$ cat config.mk
export PLATFORM = sky130hd
export DESIGN_NAME = lenet_layer_sched
export DESIGN_NICKNAME = d
export VERILOG_FILES = /design/src/rtl/lenet_layer_sched_pkg.sv /design/src/rtl/lenet_layer_sched_wdt.sv /design/src/rtl/lenet_layer_sched.sv
export SDC_FILE = /design/constraint.sdc
export NUM_CORES = 1
export LEC_CHECK = 0
export ABC_AREA = 0
export BUFFER_PORTS_ARGS = -buffer_cell sky130_fd_sc_hd__buf_2
export CORE_MARGIN = 4
export CORE_UTILIZATION = 55
export CTS_CLUSTER_DIAMETER = 60
export CTS_CLUSTER_SIZE = 16
export DETAILED_ROUTE_END_ITERATION = 8
export PLACE_DENSITY = 0.76
export SKIP_LAST_GASP = 1
export SLEW_MARGIN = 20
export SYNTH_ARGS = -nofsm -noshare
export SYNTH_HDL_FRONTEND = slang
export SYNTH_SLANG_ARGS = --single-unit
$ cat constraint.sdc
create_clock -name clk -period 5.3 [get_ports clk]
set_input_delay 0.795 -clock clk [delete_from_list [all_inputs] [get_ports clk]]
set_output_delay 0.795 -clock clk [all_outputs]
set_load 0.1 [all_outputs]
$ cat src/rtl/lenet_layer_sched_pkg.sv
// Shared constants for the LeNet layer scheduler: stage indices, default map
// counts and the one-hot scheduler state encoding.
package lenet_pkg;

  localparam int unsigned NUM_STAGES = 5;
  localparam int unsigned STAGE_W    = 3;
  localparam int unsigned MAP_W      = 4;

  localparam logic [STAGE_W-1:0] STG_CONV1 = 3'd0;
  localparam logic [STAGE_W-1:0] STG_POOL1 = 3'd1;
  localparam logic [STAGE_W-1:0] STG_CONV2 = 3'd2;
  localparam logic [STAGE_W-1:0] STG_POOL2 = 3'd3;
  localparam logic [STAGE_W-1:0] STG_FC    = 3'd4;

  localparam int unsigned DEF_N_CONV1 = 6;
  localparam int unsigned DEF_N_POOL1 = 6;
  localparam int unsigned DEF_N_CONV2 = 16;
  localparam int unsigned DEF_N_POOL2 = 16;
  localparam int unsigned DEF_N_FC    = 1;

  typedef enum logic [4:0] {
    ST_IDLE   = 5'b00001,
    ST_LAUNCH = 5'b00010,
    ST_WAIT   = 5'b00100,
    ST_NEXT   = 5'b01000,
    ST_DONE   = 5'b10000
  } sched_state_e;

  // Stage index to its start/done bit position.
  function automatic logic [NUM_STAGES-1:0] stage_onehot(input logic [STAGE_W-1:0] stg);
    stage_onehot = NUM_STAGES'(1) << stg;
  endfunction

endpackage

$ cat src/rtl/lenet_layer_sched_wdt.sv
// WAIT-state watchdog: clearable up-counter that raises expire once it has
// counted to TIMEOUT_CYC-1, and holds there until cleared.
module lenet_wdt
  import lenet_pkg::*;
#(
  parameter int unsigned TIMEOUT_CYC = 4096
) (
  input  logic clk,
  input  logic rst_n,
  input  logic clr,
  input  logic en,
  output logic expire
);

  localparam int unsigned CNT_W = (TIMEOUT_CYC > 2) ? $clog2(TIMEOUT_CYC) : 1;
  localparam logic [CNT_W-1:0] CNT_LAST = CNT_W'(TIMEOUT_CYC - 1);

  logic [CNT_W-1:0] cnt_q;
  logic [CNT_W-1:0] cnt_d;

  assign expire = (cnt_q == CNT_LAST);

  always_comb begin
    cnt_d = cnt_q;
    if (clr) begin
      cnt_d = '0;
    end else if (en && !expire) begin
      cnt_d = cnt_q + CNT_W'(1);
    end
  end

  always_ff @(posedge clk or negedge rst_n) begin
    if (!rst_n) begin
      cnt_q <= '0;
    end else begin
      cnt_q <= cnt_d;
    end
  end

endmodule

$ cat src/rtl/lenet_layer_sched.sv
// Frame-level scheduler: walks CONV1..FC one feature map at a time over a
// start/done pulse handshake and publishes stage/map for bank selection.
module lenet_layer_sched
  import lenet_pkg::*;
#(
  parameter int unsigned N_CONV1     = DEF_N_CONV1,
  parameter int unsigned N_POOL1     = DEF_N_POOL1,
  parameter int unsigned N_CONV2     = DEF_N_CONV2,
  parameter int unsigned N_POOL2     = DEF_N_POOL2,
  parameter int unsigned N_FC        = DEF_N_FC,
  parameter int unsigned TIMEOUT_CYC = 4096
) (
  input  logic                  clk,
  input  logic                  rst_n,
  input  logic                  frame_start,
  input  logic                  frame_abort,
  input  logic [NUM_STAGES-1:0] stage_done,
  output logic [NUM_STAGES-1:0] stage_start,
  output logic [STAGE_W-1:0]    stage_id,
  output logic [MAP_W-1:0]      map_idx,
  output logic                  busy,
  output logic                  frame_done,
  output logic                  err
);

  if (N_CONV1 < 1 || N_CONV1 > 16 || N_POOL1 < 1 || N_POOL1 > 16 ||
      N_CONV2 < 1 || N_CONV2 > 16 || N_POOL2 < 1 || N_POOL2 > 16 ||
      N_FC < 1 || N_FC > 16) begin : g_bad_map_count
    $error("lenet_layer_sched: every N_* must lie in 1..16");
  end
  if (TIMEOUT_CYC < 2) begin : g_bad_timeout
    $error("lenet_layer_sched: TIMEOUT_CYC must be at least 2");
  end

  sched_state_e          state_q, state_d;
  logic [STAGE_W-1:0]    stage_id_q, stage_id_d;
  logic [MAP_W-1:0]      map_idx_q, map_idx_d;
  logic [NUM_STAGES-1:0] stage_start_q, stage_start_d;
  logic                  busy_q, busy_d;
  logic                  frame_done_q, frame_done_d;
  logic                  err_q, err_d;

  logic [4:0]            lim_c;
  logic                  last_map_c;
  logic [NUM_STAGES-1:0] cur_oh_c;
  logic                  done_hit_c;
  logic                  done_other_c;
  logic                  wdt_clr_c;
  logic                  wdt_en_c;
  logic                  wdt_expire;

  // Iterations per frame for the active stage.
  always_comb begin
    unique case (stage_id_q)
      STG_CONV1: lim_c = 5'(N_CONV1);
      STG_POOL1: lim_c = 5'(N_POOL1);
      STG_CONV2: lim_c = 5'(N_CONV2);
      STG_POOL2: lim_c = 5'(N_POOL2);
      default:   lim_c = 5'(N_FC);
    endcase
  end

  assign last_map_c   = ({1'b0, map_idx_q} == (lim_c - 5'd1));
  assign cur_oh_c     = stage_onehot(stage_id_q);
  assign done_hit_c   = |(stage_done & cur_oh_c);
  assign done_other_c = |(stage_done & ~cur_oh_c);

  // Watchdog reads 0 during LAUNCH and counts through LAUNCH and WAIT.
  assign wdt_clr_c = (state_d == ST_LAUNCH) || (state_d == ST_IDLE);
  assign wdt_en_c  = (state_q == ST_LAUNCH) || (state_q == ST_WAIT);

  lenet_wdt #(
    .TIMEOUT_CYC (TIMEOUT_CYC)
  ) u_wdt (
    .clk    (clk),
    .rst_n  (rst_n),
    .clr    (wdt_clr_c),
    .en     (wdt_en_c),
    .expire (wdt_expire)
  );

  always_comb begin
    state_d    = state_q;
    stage_id_d = stage_id_q;
    map_idx_d  = map_idx_q;
    err_d      = err_q;
    if (frame_abort) begin
      state_d    = ST_IDLE;
      stage_id_d = '0;
      map_idx_d  = '0;
    end else begin
      unique case (state_q)
        ST_IDLE: begin
          if (frame_start) begin
            state_d    = ST_LAUNCH;
            stage_id_d = STG_CONV1;
            map_idx_d  = '0;
            err_d      = 1'b0;
          end else if (|stage_done) begin
            err_d = 1'b1;
          end
        end
        ST_LAUNCH: begin
          // Engines cannot legally answer in the start cycle itself.
          state_d = ST_WAIT;
          if (|stage_done) err_d = 1'b1;
        end
        ST_WAIT: begin
          if (done_other_c) err_d = 1'b1;
          if (done_hit_c) begin
            state_d = ST_NEXT;
          end else if (wdt_expire) begin
            state_d    = ST_IDLE;
            stage_id_d = '0;
            map_idx_d  = '0;
            err_d      = 1'b1;
          end
        end
        ST_NEXT: begin
          if (done_other_c) err_d = 1'b1;
          state_d = ST_LAUNCH;
          if (last_map_c) begin
            map_idx_d = '0;
            if (stage_id_q == STG_FC) begin
              state_d = ST_DONE;
            end else begin
              stage_id_d = stage_id_q + 3'd1;
            end
          end else begin
            map_idx_d = map_idx_q + 4'd1;
          end
        end
        ST_DONE: begin
          if (done_other_c) err_d = 1'b1;
          state_d    = ST_IDLE;
          stage_id_d = '0;
          map_idx_d  = '0;
        end
        default: begin
          state_d    = ST_IDLE;
          stage_id_d = '0;
          map_idx_d  = '0;
        end
      endcase
    end
    stage_start_d = (state_d == ST_LAUNCH) ? stage_onehot(stage_id_d) : '0;
    busy_d        = (state_d != ST_IDLE);
    frame_done_d  = (state_d == ST_DONE);
  end

  always_ff @(posedge clk or negedge rst_n) begin
    if (!rst_n) begin
      state_q       <= ST_IDLE;
      stage_id_q    <= '0;
      map_idx_q     <= '0;
      stage_start_q <= '0;
      busy_q        <= 1'b0;
      frame_done_q  <= 1'b0;
      err_q         <= 1'b0;
    end else begin
      state_q       <= state_d;
      stage_id_q    <= stage_id_d;
      map_idx_q     <= map_idx_d;
      stage_start_q <= stage_start_d;
      busy_q        <= busy_d;
      frame_done_q  <= frame_done_d;
      err_q         <= err_d;
    end
  end

  assign stage_start = stage_start_q;
  assign stage_id    = stage_id_q;
  assign map_idx     = map_idx_q;
  assign busy        = busy_q;
  assign frame_done  = frame_done_q;
  assign err         = err_q;

endmodule

Word level (Yosys, flattened, before mapping)
Cells that the tools add are included.

Add/subtract/negate cells: 4. Eq/ne operators: 19. Shift-type cells: 2. Muxes and demuxes: 30. Bitwise gates (word level): 4. Reductions and logical operators: 15.

Operators by type and width (number): 5-bit 2-to-1 mux (7); 12-bit 2-to-1 mux (2); 4-bit 2-to-1 mux (5); 5-bit one-hot mux with 4 select lines (1); 3-bit 2-to-1 mux (6); 4-bit one-hot mux with 4 select lines (1); 5-bit OR reduction (3); 12-bit by 1-bit adder with 12-bit output, second input constant (1); 12-bit equality test, second input constant (1); 3-bit one-hot mux with 4 select lines (1); 5-bit AND (2); 5-bit by 1-bit equality test with 1-bit output, second input constant (2); 5-bit by 2-bit equality test with 1-bit output, second input constant (2); 5-bit equality test, second input constant (2); 5-bit one-hot mux with 2 select lines (1); 1-bit by 3-bit left shift with 5-bit output, first input constant (2); 3-bit by 2-bit equality test with 1-bit output, second input constant (2); 3-bit inequality test, second input constant (2); 2-bit OR reduction (3); 4-bit by 5-bit equality test with 1-bit output (1); 5-bit by 3-bit equality test with 1-bit output, second input constant (1); 5-bit by 4-bit equality test with 1-bit output, second input constant (1); 1-bit 2-to-1 mux (5); 5-bit by 1-bit inequality test with 1-bit output, second input constant (1); 18 further kinds (19).

Register bits: 32. Output and inout bits: 15. Logic and storage cells: 82.

Logic depth before layout (Yosys ltp)
Gate-level depths: netlist of the first run.

Depth after elaboration: 11. Mapped depth: 10.

By module
A second synthesis of the first run with hierarchy kept.

Cells, all modules: 213. Area total of the unflattened synthesis: 1968.1 µm².

Modules (own cells, without submodules): lenet_layer_sched (times used 1, cells an instance 146, area an instance 1306.3 µm², seq. area each 501.7 µm²); lenet_wdt (times used 1, cells an instance 67, area an instance 661.9 µm², seq. area each 300.3 µm²).

Worst setup path after synthesis of the first run
OpenSTA, ideal clock, no wires.

Path kind: register to register. Start point: reg stage_id_q[2], in the netlist stage_id[2]. End point: reg u_wdt.cnt_q[0]. Library setup time: 0.069 ns. Arrival: 2.950 ns. Path slack: 2.281 ns. Cell stages (with the launch flop): 11. Cell sequence: dfrtp_1 -> buf_6 -> inv_1 -> ha_1 -> or3_4 -> or4_1 -> o211ai_4 -> a31o_4 -> nand2_4 -> buf_6 -> nor2_4.

Cells in the longest elaborated chain, start to end: 11.

Ends and longest elaborated chain: start: declaration (RTL line lenet_layer_sched.sv:36) `logic [STAGE_W-1:0] stage_id_q, stage_id_d;`; start signal: assignment (RTL line lenet_layer_sched.sv:162) `stage_id_q <= stage_id_d;`; 3-bit by 2-bit equality test with 1-bit output, or another cell as far along (RTL line lenet_layer_sched.sv:54) `unique case (stage_id_q)`; 2-bit OR reduction (no source line); 5-bit one-hot mux with 2 select lines (RTL line lenet_layer_sched.sv:54); 5-bit by 1-bit subtractor with 5-bit output (RTL line lenet_layer_sched.sv:63) `assign last_map_c = ({1'b0, map_idx_q} == (lim_c - 5'd1));`; 4-bit by 5-bit equality test with 1-bit output (RTL line lenet_layer_sched.sv:63); 5-bit 2-to-1 mux (RTL line lenet_layer_sched.sv:122) `if (last_map_c) begin`; 5-bit one-hot mux with 4 select lines * (RTL line lenet_layer_sched.sv:92) `unique case (state_q)`; 5-bit 2-to-1 mux * (RTL line lenet_layer_sched.sv:87) `if (frame_abort) begin`; 5-bit by 2-bit equality test with 1-bit output / 5-bit by 1-bit equality test with 1-bit output (equally long branches) (RTL line lenet_layer_sched.sv:69) `assign wdt_clr_c = (state_d == ST_LAUNCH) || (state_d == ST_IDLE);`; 1-bit logical OR * (RTL line lenet_layer_sched.sv:69); 12-bit 2-to-1 mux / 2-bit nonzero test (equally long branches); end signal: assignment (RTL line lenet_layer_sched_wdt.sv:36) `cnt_q <= cnt_d;`; end: declaration (RTL line lenet_layer_sched_wdt.sv:18) `logic [CNT_W-1:0] cnt_q;`.

Mark *: on every way between the ends. The rest lies on a longest branch, timed or not. A chain may end at the register's enable or synchronous reset.

Final worst setup path of the first run
Start point: reg stage_id_q[2], in the netlist stage_id[2]. End point: reg stage_start_q[4], in the netlist stage_start[4].

Cells in the longest elaborated chain, start to end: 10.

Ends and longest elaborated chain: 3-bit by 2-bit equality test with 1-bit output, or another cell as far along (RTL line lenet_layer_sched.sv:54); 2-bit OR reduction (no source line); 5-bit one-hot mux with 2 select lines (RTL line lenet_layer_sched.sv:54); 5-bit by 1-bit subtractor with 5-bit output (RTL line lenet_layer_sched.sv:63); 4-bit by 5-bit equality test with 1-bit output (RTL line lenet_layer_sched.sv:63); 5-bit 2-to-1 mux / 3-bit 2-to-1 mux (equally long branches) (RTL line lenet_layer_sched.sv:122); 5-bit one-hot mux with 4 select lines / 3-bit one-hot mux with 4 select lines (equally long branches) (RTL line lenet_layer_sched.sv:92); 5-bit 2-to-1 mux / 3-bit 2-to-1 mux (equally long branches) (RTL line lenet_layer_sched.sv:87); 5-bit by 2-bit equality test with 1-bit output / 1-bit by 3-bit left shift with 5-bit output (equally long branches) (RTL line lenet_layer_sched.sv:146, lenet_layer_sched_pkg.sv:31); 5-bit 2-to-1 mux * (RTL line lenet_layer_sched.sv:146) `stage_start_d = (state_d == ST_LAUNCH) ? stage_onehot(stage_id_d) : '0;`; via stage_start_d[4] (RTL line lenet_layer_sched.sv:38) `logic [NUM_STAGES-1:0] stage_start_q, stage_start_d;`; end signal: assignment (RTL line lenet_layer_sched.sv:164) `stage_start_q <= stage_start_d;`; end: declaration (RTL line lenet_layer_sched.sv:38).

The timed path passes the listed nets; every way through them passes the cells marked *.

==> results.cfg, run 1 <==
[status]
run_status = finished clean

[clock_tree]
cts.path.max_buffers = 2
cts.repair.resized = 0
holdBufCountCts = 0
cts_tree = built
htreeDepth = 2
inserted_clock_buffers = 5
tritoncts_num_sinks = 32
cts_setup_buffers = 0
clock_tree.root_cell = sky130_fd_sc_hd__clkbuf_8
clkLatencyLatePin_ns = 0.29
path_clk_slew_ns = 0.07

[die]
fp-row-count = 21
top_ports = 24
floorplan.die.width_um = 69.0
initial_standard_cell_utilization_of_the_core = 0.590
die_height_um = 69.0
die-area_sq_um = 4760
floorplan.core_area_sq_um = 3470

[timing]
layout_worst_path_cycle_share = 0.514
setup_violations = 0
worst_slew_margin_rel = 0.434
timing.final.crit_period_ns = 2.73
grt_setup_unrepaired = false
max_clock_freq_mhz = 367
totalNegativeSetupSlack_ns = 0
tightest_slew_ns = 0.840
timing.final.hold_violations = 0
slew_viol_final = 0
postLayoutSetupSlackWorst_ns = 2.57
worst_clock_skew_ns = 0.0109
finalHoldWorstSlack_ns = 0.557

[global_routing]
grt.overflow.total = 0
antenna_violations_before_repair = 0
grt_util_all_layers = 0.191
via_count_of_the_first_global_routing_pass = 1525
first_pass_grt_wire_length_mm = 7.41
grt_start_max_net_pins = 33

[setup_path]
cp-end-kind = flip-flop
critPathKind = reg2reg
startpoint_kind_of_the_worst_setup_timing_path = flip-flop
path_max_fanout = 11
critPathRequiredTime_ns = 5.48
r2r_slack_ns = 2.57
crit_arrival_ns = 2.90

[job]
max-cap-violations = 0

[power]
worst_ir_drop_vdd_mv = 0.172
p_total_uw = 594
power_density_nw_per_um2 = 259
power.leakage_uw = 0.00107

[layout]
final-seq-area_sq_um = 802
multi_input_comb_area_sq_um = 1160
fillers = 284
design.final.nets = 249
syn2layout_area_growth_pct = 12.1
final_layout_size_suffix_gt1_frac = 0.231
layout.cells.non_filler = 280
diodes = 0

[logic_synthesis]
synth-seq-cells = 32
synthCells = 211
syn-mean-instance-area_sq_um = 9.70
synth-seq-area-share = 0.392
synth_area_sq_um = 2050
post_synth_net_total = 227
synth_cell_types = 52
number_of_enable_flip_flop_cells_after_synthesis = 0
asyncSetResetFlopFracSynth = 1.00
synth-main-ff-cell = sky130_fd_sc_hd__dfrtp_1
synth.yosys.warnings = 0

[detailed_routing]
wire_per_inst_um = 15.4
drt-initial-drc-count = 141
detail_route.wirelength_mm = 4.31
wirelength_met1_mm = 2.16
detailroute.wirelength.met2_mm = 1.83
avgViaCountPerCell = 5.71
topRoutingLayerUsed = met4
remaining_drc_errors = 0
drt-pass1-iter-count = 4
drt.antenna.violating_nets = 0
via_count = 1598
met3_wirelength_um = 270

[place]
detailed_place_hpwl_mm = 3.12
preCtsSetupSlack_ns = 2.65
numPlacedInstances = 272
port_buffers = 23
place_congestion = 0.893

[worst_hold_path]
holdCritPathClass = in2async
cell usage in the layout (no fill, tap or decap), types with 8 or more instances in the layout:
master	count
sky130_fd_sc_hd__o21ai_0	10
sky130_fd_sc_hd__nor3_1	9
sky130_fd_sc_hd__nor2_1	19
sky130_fd_sc_hd__buf_2	23
sky130_fd_sc_hd__nor2_4	10
sky130_fd_sc_hd__inv_1	8
sky130_fd_sc_hd__xor2_1	10
sky130_fd_sc_hd__nand2_1	15
sky130_fd_sc_hd__dfrtp_1	31
registers in the layout, summed over array words and instances, names as in the netlist:
name,cells
stage_start,5
frame_done,1
busy,1
u_wdt.cnt_q,12
stage_id,3
state_q,5
err,1
map_idx,4
final timing paths:
path	to	cells past startpoint	start
max in group asynchronous	u_wdt.cnt_q[7]	1	rst_n
setup / recovery	stage_start[4]	7	stage_id[2]
setup reg to reg	stage_start[4]	7	stage_id[2]
hold / removal	frame_done	1	rst_n
min in group clk	u_wdt.cnt_q[10]	2	u_wdt.cnt_q[10]
hold reg to reg	u_wdt.cnt_q[10]	2	u_wdt.cnt_q[10]
final cells by class:
class	count	area share
inverter	8	0.0131
timing repair buffer	23	0.0502
tap	46	0.0251
sequential	32	0.350
clock buffer	7	0.0420
clock inverter	1	0.0131
multi-input combinational	163	0.507
worst max-delay path, stage by stage (launching register included):
cell	delay, ns
sky130_fd_sc_hd__dfrtp_1	0.53
sky130_fd_sc_hd__inv_1	0.13
sky130_fd_sc_hd__ha_1	0.27
sky130_fd_sc_hd__or3_4	0.41
sky130_fd_sc_hd__o32a_1	0.40
sky130_fd_sc_hd__and3_1	0.19
sky130_fd_sc_hd__a211o_1	0.34
sky130_fd_sc_hd__nor4_2	0.33
synth_stat cells (4+ instances only):
library cell               number  share of area
sky130_fd_sc_hd__nand2b_1       4          0.012
sky130_fd_sc_hd__a21oi_1        7          0.017
sky130_fd_sc_hd__o21ai_0       10          0.024
sky130_fd_sc_hd__nor2_1        19          0.035
sky130_fd_sc_hd__and3_1         7          0.021
sky130_fd_sc_hd__nor2b_1        4          0.012
sky130_fd_sc_hd__nand4_1        6          0.018
sky130_fd_sc_hd__inv_1          8          0.015
sky130_fd_sc_hd__buf_2          5          0.012
sky130_fd_sc_hd__nand3_1        4         0.0098
sky130_fd_sc_hd__dfrtp_1       31           0.38
sky130_fd_sc_hd__nand2_1       15          0.028
sky130_fd_sc_hd__ha_1           7          0.043
sky130_fd_sc_hd__nor3_1         9          0.022
sky130_fd_sc_hd__xor2_1        10          0.043
sky130_fd_sc_hd__nor2_4        10          0.055
routing by layer:
layer	global-route usage	vias up
met4	0.0651	0
li1	-	804
met5	0	-
met3	0.0581	6
met2	0.268	43
met1	0.279	745
per-stage QoR:
stage	utilization	instance area, sq um
6_report	0.662	2290
5_1_grt	0.662	2290
4_1_cts	0.662	2290
3_5_place_dp	0.625	2170
3_3_place_gp	0.625	2170
2_1_floorplan	-	2050
where the power goes:
part | switching [uW] | internal (uW) | total (uW)
clock network | 91.6 | 166 | 257
registers | 6.45 | 250 | 257
logic | 61.2 | 18.5 | 79.8
total | 159 | 434 | 594
cell families (layout without fill, tap and decap cells):
| logic type | Yosys count | after routing | share of synthesized area |
|---|---|---|---|
| flops | 32 | 32 | 0.392 |
| mux | 3 | 3 | 0.0159 |
| buf+inv | 16 | 39 | 0.0397 |
| compound gates | 40 | 40 | 0.147 |
| fa+ha+maj | 7 | 7 | 0.0428 |
| xor+xnor | 13 | 13 | 0.0556 |
| simple gates | 100 | 100 | 0.307 |
(Power assumes the default switching activity.)
==> run 2, diff against run 1 <==
--- a/config.mk
+++ b/config.mk
@@ -5,14 +5,14 @@
 export SDC_FILE = /design/constraint.sdc
 export NUM_CORES = 1
 export LEC_CHECK = 0
-export ABC_AREA = 0
+export ABC_AREA = 1
 export BUFFER_PORTS_ARGS = -buffer_cell sky130_fd_sc_hd__buf_2
 export CORE_MARGIN = 4
-export CORE_UTILIZATION = 55
+export CORE_UTILIZATION = 52
 export CTS_CLUSTER_DIAMETER = 60
 export CTS_CLUSTER_SIZE = 16
 export DETAILED_ROUTE_END_ITERATION = 8
-export PLACE_DENSITY = 0.76
+export PLACE_DENSITY = 0.75
 export SKIP_LAST_GASP = 1
 export SLEW_MARGIN = 20
 export SYNTH_ARGS = -nofsm -noshare
==> constraint.sdc (replaced) <==
create_clock -name clk -period 2.3 [get_ports clk]
set_input_delay 0.345 -clock clk [delete_from_list [all_inputs] [get_ports clk]]
set_output_delay 0.345 -clock clk [all_outputs]
set_load 0.1 [all_outputs]
==> results.cfg, run 2 <==
[global_routing]
first_pass_grt_wire_length_mm = 7.13
grt_start_max_net_pins = 33
antenna_violations_before_repair = 0
grt_util_all_layers = 0.182
via_count_of_the_first_global_routing_pass = 1566
grt.overflow.total = 0

[detailed_routing]
drt-pass1-iter-count = 4
remaining_drc_errors = 0
drt.antenna.violating_nets = 0
detail_route.wirelength_mm = 4.08
via_count = 1618
drt-initial-drc-count = 76
wire_per_inst_um = 12.7
avgViaCountPerCell = 5.02

[layout]
most_flop_heavy_register = u_wdt.cnt_q
syn2layout_area_growth_pct = 12.7
layout.cells.non_filler = 322
design.final.nets = 289
diodes = 0
utilization = 0.604
layout_common_cells = sky130_fd_sc_hd__nand2_1, sky130_fd_sc_hd__inv_1, sky130_fd_sc_hd__dfrtp_1
most_common_cell_after_layout_fill_and_taps_aside = sky130_fd_sc_hd__nand2_1
largest_register_ffs = 12
final_layout_size_suffix_gt1_frac = 0.252

[logic_synthesis]
synth-seq-cells = 32
synth_cell_types = 28
synthTopCellsByCount = sky130_fd_sc_hd__nand2_1, sky130_fd_sc_hd__dfrtp_1, sky130_fd_sc_hd__inv_1
post_synth_net_total = 260
synth.yosys.warnings = 0
asyncSetResetFlopFracSynth = 1.00
cell_types_with_the_largest_area_share_after_synthesis = sky130_fd_sc_hd__dfrtp_1, sky130_fd_sc_hd__nand2_1, sky130_fd_sc_hd__inv_1, sky130_fd_sc_hd__nand3_1, sky130_fd_sc_hd__ha_1
yosysTopAreaCell = sky130_fd_sc_hd__dfrtp_1
syn-mean-instance-area_sq_um = 8.04
number_of_enable_flip_flop_cells_after_synthesis = 0
synth-main-ff-cell = sky130_fd_sc_hd__dfrtp_1
netlist.area_leader.share = 0.396
most_common_cell_in_the_synthesized_netlist = sky130_fd_sc_hd__nand2_1
synth-seq-area-share = 0.409
synthCells = 244
synth_area_sq_um = 1960

[status]
run_status = finished clean

[die]
die_height_um = 69.4
fp-row-count = 22
floorplan.die.width_um = 69.4
floorplan.core_area_sq_um = 3660
initial_standard_cell_utilization_of_the_core = 0.536
top_ports = 24
die-area_sq_um = 4820

[timing]
layout_worst_path_cycle_share = 0.845
max_clock_freq_mhz = 515
setup_violations = 0
worst_slew_margin_rel = 0.525
timing.final.crit_period_ns = 1.94
grt_setup_unrepaired = false
totalNegativeSetupSlack_ns = 0
postLayoutSetupSlackWorst_ns = 0.357
finalHoldWorstSlack_ns = 0.111
timing.final.hold_violations = 0
tightest_slew_ns = 0.713
slew_viol_final = 0
worst_clock_skew_ns = 0.00468

[setup_path]
path_max_fanout = 12
timing.critical_path.buf_inv = 3
critPathKind = reg2reg
cp-end-kind = flip-flop
slowest_delay_ns = 0.44
critical_path_s_slowest_cell = sky130_fd_sc_hd__dfrtp_2
critPathRequiredTime_ns = 2.46
cpLargestDelayFamily = simple AND/OR/NAND/NOR gates
startpoint_kind_of_the_worst_setup_timing_path = flip-flop
crit_arrival_ns = 2.11
timing.critical_path.cells = inv_2, ha_1, inv_1, nand2_1, nand2_1, nand2_1, clkinv_2, nand3_2, nand2_1, nand2_2, nand2_2, nand2_4, nor2_1
cpMostUsedCell = sky130_fd_sc_hd__nand2_1

[clock_tree]
cts.repair.resized = 0
clkLatencyLatePin_ns = 0.28
htreeDepth = 2
path_clk_slew_ns = 0.06
cts_tree = built
inserted_clock_buffers = 5
tritoncts_num_sinks = 32
holdBufCountCts = 0
cts_setup_buffers = 0
cts.path.max_buffers = 2
clock_tree.root_cell = sky130_fd_sc_hd__clkbuf_8

[place]
place_congestion = 0.989
numPlacedInstances = 314
port_buffers = 23
preCtsSetupSlack_ns = 0.368
detailed_place_hpwl_mm = 3.11

[power]
power_density_nw_per_um2 = 548
power.leakage_uw = 0.00113
worst_ir_drop_vdd_mv = 0.364

[worst_hold_path]
holdCritPathClass = in2async

[job]
max-cap-violations = 0
## run 2: cell types whose count changed after synthesis, moves of 7 or more
cell / change
sky130_fd_sc_hd__o21ai_0: -7
sky130_fd_sc_hd__nand2_1: +43
sky130_fd_sc_hd__nor2_2: +10
sky130_fd_sc_hd__inv_1: +20
sky130_fd_sc_hd__and3_1: -7
sky130_fd_sc_hd__nand3_1: +15
sky130_fd_sc_hd__nand2_2: +8
## run 2: layout make-up
type                       count  area [sq um]
sequential                    32           806
inverter                      32           121
multi-input combinational    179          1020
tap                           48          60.1
clock buffer                   8          90.1
fill                         342          1450
timing repair buffer          23           115
## run 2: through the flow
step | power [uW] | area [sq um]
after global placement | 776 | 2120
final | 1210 | 2210
after detailed placement | 777 | 2120
after CTS | 1230 | 2210
after global routing | 1270 | 2210
after floorplan | 738 | 1960
## run 2: cells by family after synthesis
kind of cell | Yosys count | share of synthesized area
flops | 32 | 0.409
compound gates | 15 | 0.0440
buf+inv | 33 | 0.0721
simple gates | 144 | 0.372
xor+xnor | 13 | 0.0581
fa+ha+maj | 7 | 0.0447
## run 2: power by group
group / switching (uW) / total [uW] / internal, uW
combinational: 142 / 182 / 39.6
sequential: 8.97 / 585 / 576
clock: 200 / 443 / 244
total: 351 / 1210 / 860
## run 2: per-layer routing
metal / wire length, um / track usage
met3: 177 / 0.0493
met4: 54 / 0.0521
met5: 0 / 0
met2: 1800 / 0.273
met1: 2050 / 0.257
## run 2: path summary, 6_finish.rpt
path,startpoint,to,slack [ns],cells after the start
max reg2reg,stage_id[2],u_wdt.cnt_q[6],0.36,13
max in group asynchronous,rst_n,stage_id[1],1.68,1
min reg2reg,u_wdt.cnt_q[1],u_wdt.cnt_q[1],0.58,2
min in group clk,frame_abort,state_q[2],0.36,2
min,rst_n,u_wdt.cnt_q[11],0.11,1
max,stage_id[2],u_wdt.cnt_q[6],0.36,13
